$ cat src/rtl/dma_read_if.sv
// Source-memory read port and data-register port of the DMA read engine.
// The master side is the engine; the slave side is memory plus the write engine.
`timescale 1ns/1ps
interface dma_read_if #(
    parameter int ADDR_W = 16
);
    logic              mem_ren;
    logic [ADDR_W-1:0] mem_addr;
    logic              mem_rvalid;
    logic [7:0]        mem_rdata;
    logic              reg_wen;
    logic [7:0]        reg_wdata;
    logic              word_valid;
    logic              word_ready;

    modport master (
        output mem_ren,
        output mem_addr,
        input  mem_rvalid,
        input  mem_rdata,
        output reg_wen,
        output reg_wdata,
        output word_valid,
        input  word_ready
    );

    modport slave (
        input  mem_ren,
        input  mem_addr,
        output mem_rvalid,
        output mem_rdata,
        input  reg_wen,
        input  reg_wdata,
        input  word_valid,
        output word_ready
    );
endinterface

$ cat src/rtl/dma_read_engine.sv
// Source-side half of the memory copier: reads one word per address, writes it into
// the data register and holds it until the write engine consumes it.
`timescale 1ns/1ps
module dma_read_engine #(
    parameter int ADDR_W  = 16,
    parameter int LEN_W   = 8,
    parameter int TIMEOUT = 15
) (
    input  logic              CLK,
    input  logic              nRST,
    input  logic              start,
    input  logic              abort,
    input  logic [ADDR_W-1:0] src_addr,
    input  logic [LEN_W-1:0]  length,
    output logic              busy,
    output logic              done,
    output logic              err,
    dma_read_if.master        bus
);

    localparam int TCNT_W = $clog2(TIMEOUT + 1);

    typedef enum logic [2:0] {
        IDLE,
        REQ,
        WAIT,
        HANDOFF,
        DONE
    } state_t;

    state_t            state, state_nxt;
    logic [ADDR_W-1:0] cur_addr, cur_addr_nxt;
    logic [LEN_W-1:0]  remaining, remaining_nxt;
    logic [TCNT_W-1:0] tcnt, tcnt_nxt;
    logic              err_q, err_nxt;
    logic              zdone_q, zdone_nxt;
    logic              wvalid_q;

    always_ff @(posedge CLK or negedge nRST) begin
        if (!nRST) begin
            state     <= IDLE;
            cur_addr  <= '0;
            remaining <= '0;
            tcnt      <= '0;
            err_q     <= 1'b0;
            zdone_q   <= 1'b0;
            wvalid_q  <= 1'b0;
        end else begin
            state     <= state_nxt;
            cur_addr  <= cur_addr_nxt;
            remaining <= remaining_nxt;
            tcnt      <= tcnt_nxt;
            err_q     <= err_nxt;
            zdone_q   <= zdone_nxt;
            wvalid_q  <= (state_nxt == HANDOFF);
        end
    end

    always_comb begin
        state_nxt     = state;
        cur_addr_nxt  = cur_addr;
        remaining_nxt = remaining;
        tcnt_nxt      = tcnt;
        err_nxt       = 1'b0;
        zdone_nxt     = 1'b0;
        bus.mem_ren   = 1'b0;
        bus.mem_addr  = '0;
        bus.reg_wen   = 1'b0;
        bus.reg_wdata = '0;

        case (state)
            IDLE: begin
                if (start) begin
                    if (length != '0) begin
                        cur_addr_nxt  = src_addr;
                        remaining_nxt = length;
                        state_nxt     = REQ;
                    end else begin
                        zdone_nxt = 1'b1;
                    end
                end
            end
            REQ: begin
                bus.mem_ren  = 1'b1;
                bus.mem_addr = cur_addr;
                tcnt_nxt     = '0;
                state_nxt    = WAIT;
            end
            WAIT: begin
                // Pass-through so the data register captures on the same edge as rvalid.
                if (bus.mem_rvalid) begin
                    bus.reg_wen   = 1'b1;
                    bus.reg_wdata = bus.mem_rdata;
                    state_nxt     = HANDOFF;
                end else begin
                    tcnt_nxt = tcnt + 1'b1;
                    if (tcnt_nxt == TCNT_W'(TIMEOUT)) begin
                        err_nxt   = 1'b1;
                        state_nxt = IDLE;
                    end
                end
            end
            HANDOFF: begin
                if (bus.word_ready) begin
                    cur_addr_nxt  = cur_addr + 1'b1;
                    remaining_nxt = remaining - 1'b1;
                    state_nxt     = (remaining == LEN_W'(1)) ? DONE : REQ;
                end
            end
            DONE: begin
                state_nxt = IDLE;
            end
            default: begin
                state_nxt = IDLE;
            end
        endcase

        // Abort wins over everything, including a start sampled in the same cycle.
        if (abort) begin
            state_nxt     = IDLE;
            cur_addr_nxt  = cur_addr;
            remaining_nxt = remaining;
            err_nxt       = 1'b0;
            zdone_nxt     = 1'b0;
        end
    end

    assign busy           = (state != IDLE);
    assign done           = (state == DONE) || zdone_q;
    assign err            = err_q;
    assign bus.word_valid = wvalid_q;

endmodule

$ cat src/flat_wrapper.sv
// flat-port wrapper written by rule: the top's interface ports become plain ports
module dma_read_engine_flat 
#(
    parameter int ADDR_W  = 16,
    parameter int LEN_W   = 8,
    parameter int TIMEOUT = 15
)
  (CLK, nRST, start, abort, src_addr, length, busy, done, err, bus_mem_ren, bus_mem_addr, bus_mem_rvalid, bus_mem_rdata, bus_reg_wen, bus_reg_wdata, bus_word_valid, bus_word_ready);
  dma_read_if #(.ADDR_W(ADDR_W)) bus_i ();
  input  logic CLK;
  input  logic nRST;
  input  logic start;
  input  logic abort;
  input  logic [ADDR_W-1:0] src_addr;
  input  logic [LEN_W-1:0] length;
  output logic busy;
  output logic done;
  output logic err;
  output wire logic [$bits(bus_i.mem_ren)-1:0] bus_mem_ren;
  output wire logic [$bits(bus_i.mem_addr)-1:0] bus_mem_addr;
  input wire logic [$bits(bus_i.mem_rvalid)-1:0] bus_mem_rvalid;
  input wire logic [$bits(bus_i.mem_rdata)-1:0] bus_mem_rdata;
  output wire logic [$bits(bus_i.reg_wen)-1:0] bus_reg_wen;
  output wire logic [$bits(bus_i.reg_wdata)-1:0] bus_reg_wdata;
  output wire logic [$bits(bus_i.word_valid)-1:0] bus_word_valid;
  input wire logic [$bits(bus_i.word_ready)-1:0] bus_word_ready;
  assign bus_mem_ren = bus_i.mem_ren;
  assign bus_mem_addr = bus_i.mem_addr;
  assign bus_i.mem_rvalid = bus_mem_rvalid;
  assign bus_i.mem_rdata = bus_mem_rdata;
  assign bus_reg_wen = bus_i.reg_wen;
  assign bus_reg_wdata = bus_i.reg_wdata;
  assign bus_word_valid = bus_i.word_valid;
  assign bus_i.word_ready = bus_word_ready;
  dma_read_engine #(.ADDR_W(ADDR_W), .LEN_W(LEN_W), .TIMEOUT(TIMEOUT)) u_core (.CLK(CLK), .nRST(nRST), .start(start), .abort(abort), .src_addr(src_addr), .length(length), .busy(busy), .done(done), .err(err), .bus(bus_i));
endmodule
$ cat config.mk
export PLATFORM = sky130hd
export DESIGN_NAME = dma_read_engine_flat
export DESIGN_NICKNAME = d
export VERILOG_FILES = /design/src/rtl/dma_read_if.sv /design/src/rtl/dma_read_engine.sv /design/src/flat_wrapper.sv
export SDC_FILE = /design/constraint.sdc
export NUM_CORES = 1
export LEC_CHECK = 0
export BUFFER_PORTS_ARGS = -buffer_cell sky130_fd_sc_hd__buf_4
export CORE_AREA = 2 2 74 76
export CTS_CLUSTER_SIZE = 20
export DETAILED_ROUTE_END_ITERATION = 10
export DIE_AREA = 0 0 76 78
export PLACE_DENSITY_LB_ADDON = 0.2
export SYNTH_ARGS = -nofsm -noshare
export SYNTH_HDL_FRONTEND = slang
export SYNTH_SLANG_ARGS = --single-unit
$ cat constraint.sdc
create_clock -name CLK -period 2.3 [get_ports CLK]
set_input_delay 0.46 -clock CLK [delete_from_list [all_inputs] [get_ports CLK]]
set_output_delay 0.46 -clock CLK [all_outputs]
set_load 0.01 [all_outputs]
==> results.json <==
{
  "run_status": "finished clean",
  "io_buffers": 67,
  "drive_gt1_share_pct": 26.8,
  "die_h_um": 78,
  "regArea_um2": 851,
  "finalSetupViolCount": 0,
  "rr_startpoint": "u_core.state[1]",
  "top_layer": "met4",
  "yosysUniqueCellTypes": 47,
  "grt_usage_pct": 20.1,
  "clock_latency_ns": 0.29,
  "netlist.area_leader.share_pct": 38.2,
  "met2_length_um": 2620,
  "routedWlPerCell_um": 14.3,
  "finClkSkew_ns": 0.00418,
  "antenna_found_initial": 0,
  "crit_path_start_kind": "flop",
  "min_period_ns": 2.11,
  "path_depth": 4,
  "synthTopCellsByArea": "dfrtp_1 (38%), and2_1 (7.3%), a21oi_1 (5.8%)",
  "path_max_fanout": 15,
  "wl_met3_um": 325,
  "first_global_vias": 2034,
  "max_slew.worst_pin.slew_ns": 0.478,
  "crit_chain": "nor3b_2 -> buf_4 -> and2_1 -> buf_4",
  "num_vias": 2179,
  "avgSynthCellArea_um2": 8.56,
  "htree_levels": 2,
  "cp_slowest_stage_delay_ns": 0.51,
  "cpLargestDelayFamily": "flip-flops",
  "clkTransAtPathRegs_ns": 0.07,
  "grt_pass1_wl_um": 9650,
  "critPathRequiredTime_ns": 1.84,
  "vias_per_cell": 5.52,
  "swShare_pct": 34.5,
  "gr-total-overflow": 0,
  "cts_resized": 0,
  "multi_input_area_um2": 1270,
  "seq_area_frac_synth_pct": 38.2,
  "crit_start": "u_core.state[2]",
  "postRouteAntennaNets": 0,
  "synth-edff-count": 0,
  "drt-pass1-iter-count": 4,
  "rows": 26,
  "gp_congestion": 0.776,
  "critPathKind": "reg2out",
  "synthArstFlopShare_pct": 100,
  "routed_wl_um": 5630,
  "synthFlopType": "dfrtp_1",
  "synthCells": 260,
  "internal_power_uw": 1240,
  "io_pins": 68,
  "met1_length_um": 2630,
  "synth-seq-cells": 34,
  "hold_path_class": "in2async",
  "antennaDiodeCount": 0,
  "clockPowerShare_pct": 24.6,
  "post-route-period-util_pct": 91.6,
  "drc": 0,
  "grt_setup_unrepaired": "no",
  "cpMostUsedCell": "buf_4",
  "synth_largest_area_cell": "dfrtp_1",
  "fmax_mhz": 474,
  "cts_buffers": 5,
  "r2r_cells": 5,
  "postCtsHoldBufs": 0,
  "power.switching_uw": 654,
  "syn_nets": 303,
  "cts_setup_buffers": 0,
  "cts_tree": "yes",
  "fin_tns_setup_ns": 0,
  "end_kind": "output pin",
  "hpwl_um": 4050,
  "cpMaxStageDelayCell": "dfrtp_1",
  "cts-root-buf": "clkbuf_8",
  "crit_path_end": "bus_mem_addr[15]",
  "grt_max_degree": 35,
  "ir_drop_v": 0.000355,
  "synth_common_cells": "dfrtp_1 (34), a21oi_1 (26), and2_1 (26)",
  "fin_nets": 367,
  "power_density_nw_per_um2": 661,
  "arrival_ns": 1.65,
  "yosysMostFrequentCell": "dfrtp_1",
  "core_um2": 5040,
  "hold_violations": 0,
  "clockBufferDepth": 2,
  "initial_utilization_pct": 44.1,
  "static-leakage-power_uw": 0.00128,
  "worstReg2RegEnd": "u_core.remaining[7]",
  "cts.sinks": 34,
  "drv_slew": 0,
  "synth_area_um2": 2230,
  "p_total_uw": 1900,
  "max_cap_violations": 0,
  "whs_ns": 0.118,
  "drtIter0Drc": 82,
  "area_delta_synth_final_pct": 29.0,
  "slew_headroom_pct": 68.2,
  "cp_num_buf_inv": 2,
  "die-area_um2": 5930,
  "seq_power_share_pct": 46.3,
  "fillerInstances": 481,
  "die_x_um": 76,
  "reg2reg_slack_ns": 0.50,
  "yosysWarnings": 0,
  "p_comb_share_pct": 29.1
}
[cell usage in the layout (no fill, tap or decap), drive strengths merged, types with 7 or more instances in the layout]
cell type,n
o22ai,8
nand2,18
and2,26
o21ai,26
clkbuf,7
a21oi,26
dfrtp,34
a2bb2oi,7
buf,72
nand3,17
nor2,21
[kinds of logic after synthesis]
group / after synthesis / synth area share, %
adders and majority gates: 5 / 2.81
and+or+nand+nor: 118 / 29.5
DFF: 34 / 38.2
xor gates and xnor gates: 2 / 0.787
AOI/OAI and AO/OA: 80 / 23.3
muxes: 1 / 0.450
buffers and inverters: 20 / 5.00
[cell type report]
| type | count | share of cell area, % |
|---|---|---|
| clock inverters | 1 | 0.174 |
| inverters | 5 | 0.654 |
| clock buffers | 7 | 3.01 |
| well taps | 70 | 3.05 |
| repair buffers | 72 | 19.3 |
| multi-input cells | 206 | 44.2 |
| flip-flops and latches | 34 | 29.6 |
[per-stage QoR]
stage	util, %	instance area (um2)	std cells	worst slack (ns)
2_1_floorplan	-	2230	260	0.499
3_3_place_gp	55.0	2770	387	0.375
3_5_place_dp	55.0	2770	387	0.339
4_1_cts	56.8	2870	395	0.147
5_1_grt	56.9	2870	395	0.0271
6_report	56.9	2870	395	0.192
[registers in the layout, indices dropped and copies added (netlist names)]
name / cells
u_core.bus.word_valid: 1
u_core.cur_addr: 16
u_core.err: 1
u_core.remaining: 8
u_core.state: 3
u_core.tcnt: 4
u_core.zdone_q: 1
[power by group through the flow]
stage                     clock network [uW]  logic (uW)  registers, uW
after floorplan                            0         372            843
after global placement                     0         547            883
after detailed placement                   0         558            886
after CTS                                480         559            875
after global routing                     503         634            905
final                                    468         553            878
[worst min path at each step]
| stage | cells past startpoint | endpoint | from | slack [ns] |
|---|---|---|---|---|
| 2_1_floorplan | 0 | u_core.bus.word_valid | nRST | 0.16 |
| 4_1_cts | 1 | u_core.remaining[6] | nRST | 0.13 |
| 5_1_grt | 1 | u_core.remaining[6] | nRST | 0.15 |
| 3_3_place_gp | 1 | u_core.remaining[0] | nRST | 0.44 |
| 6_report | 1 | u_core.remaining[1] | nRST | 0.12 |
| 3_5_place_dp | 1 | u_core.remaining[0] | nRST | 0.44 |
[layer usage]
layer | vias up | GRT usage (%)
met4 | 0 | 5.82
met5 | - | 0
met1 | 1036 | 26.3
li1 | 1078 | -
met3 | 7 | 4.53
met2 | 58 | 33.4
Power figures use the tool's default switching activity.
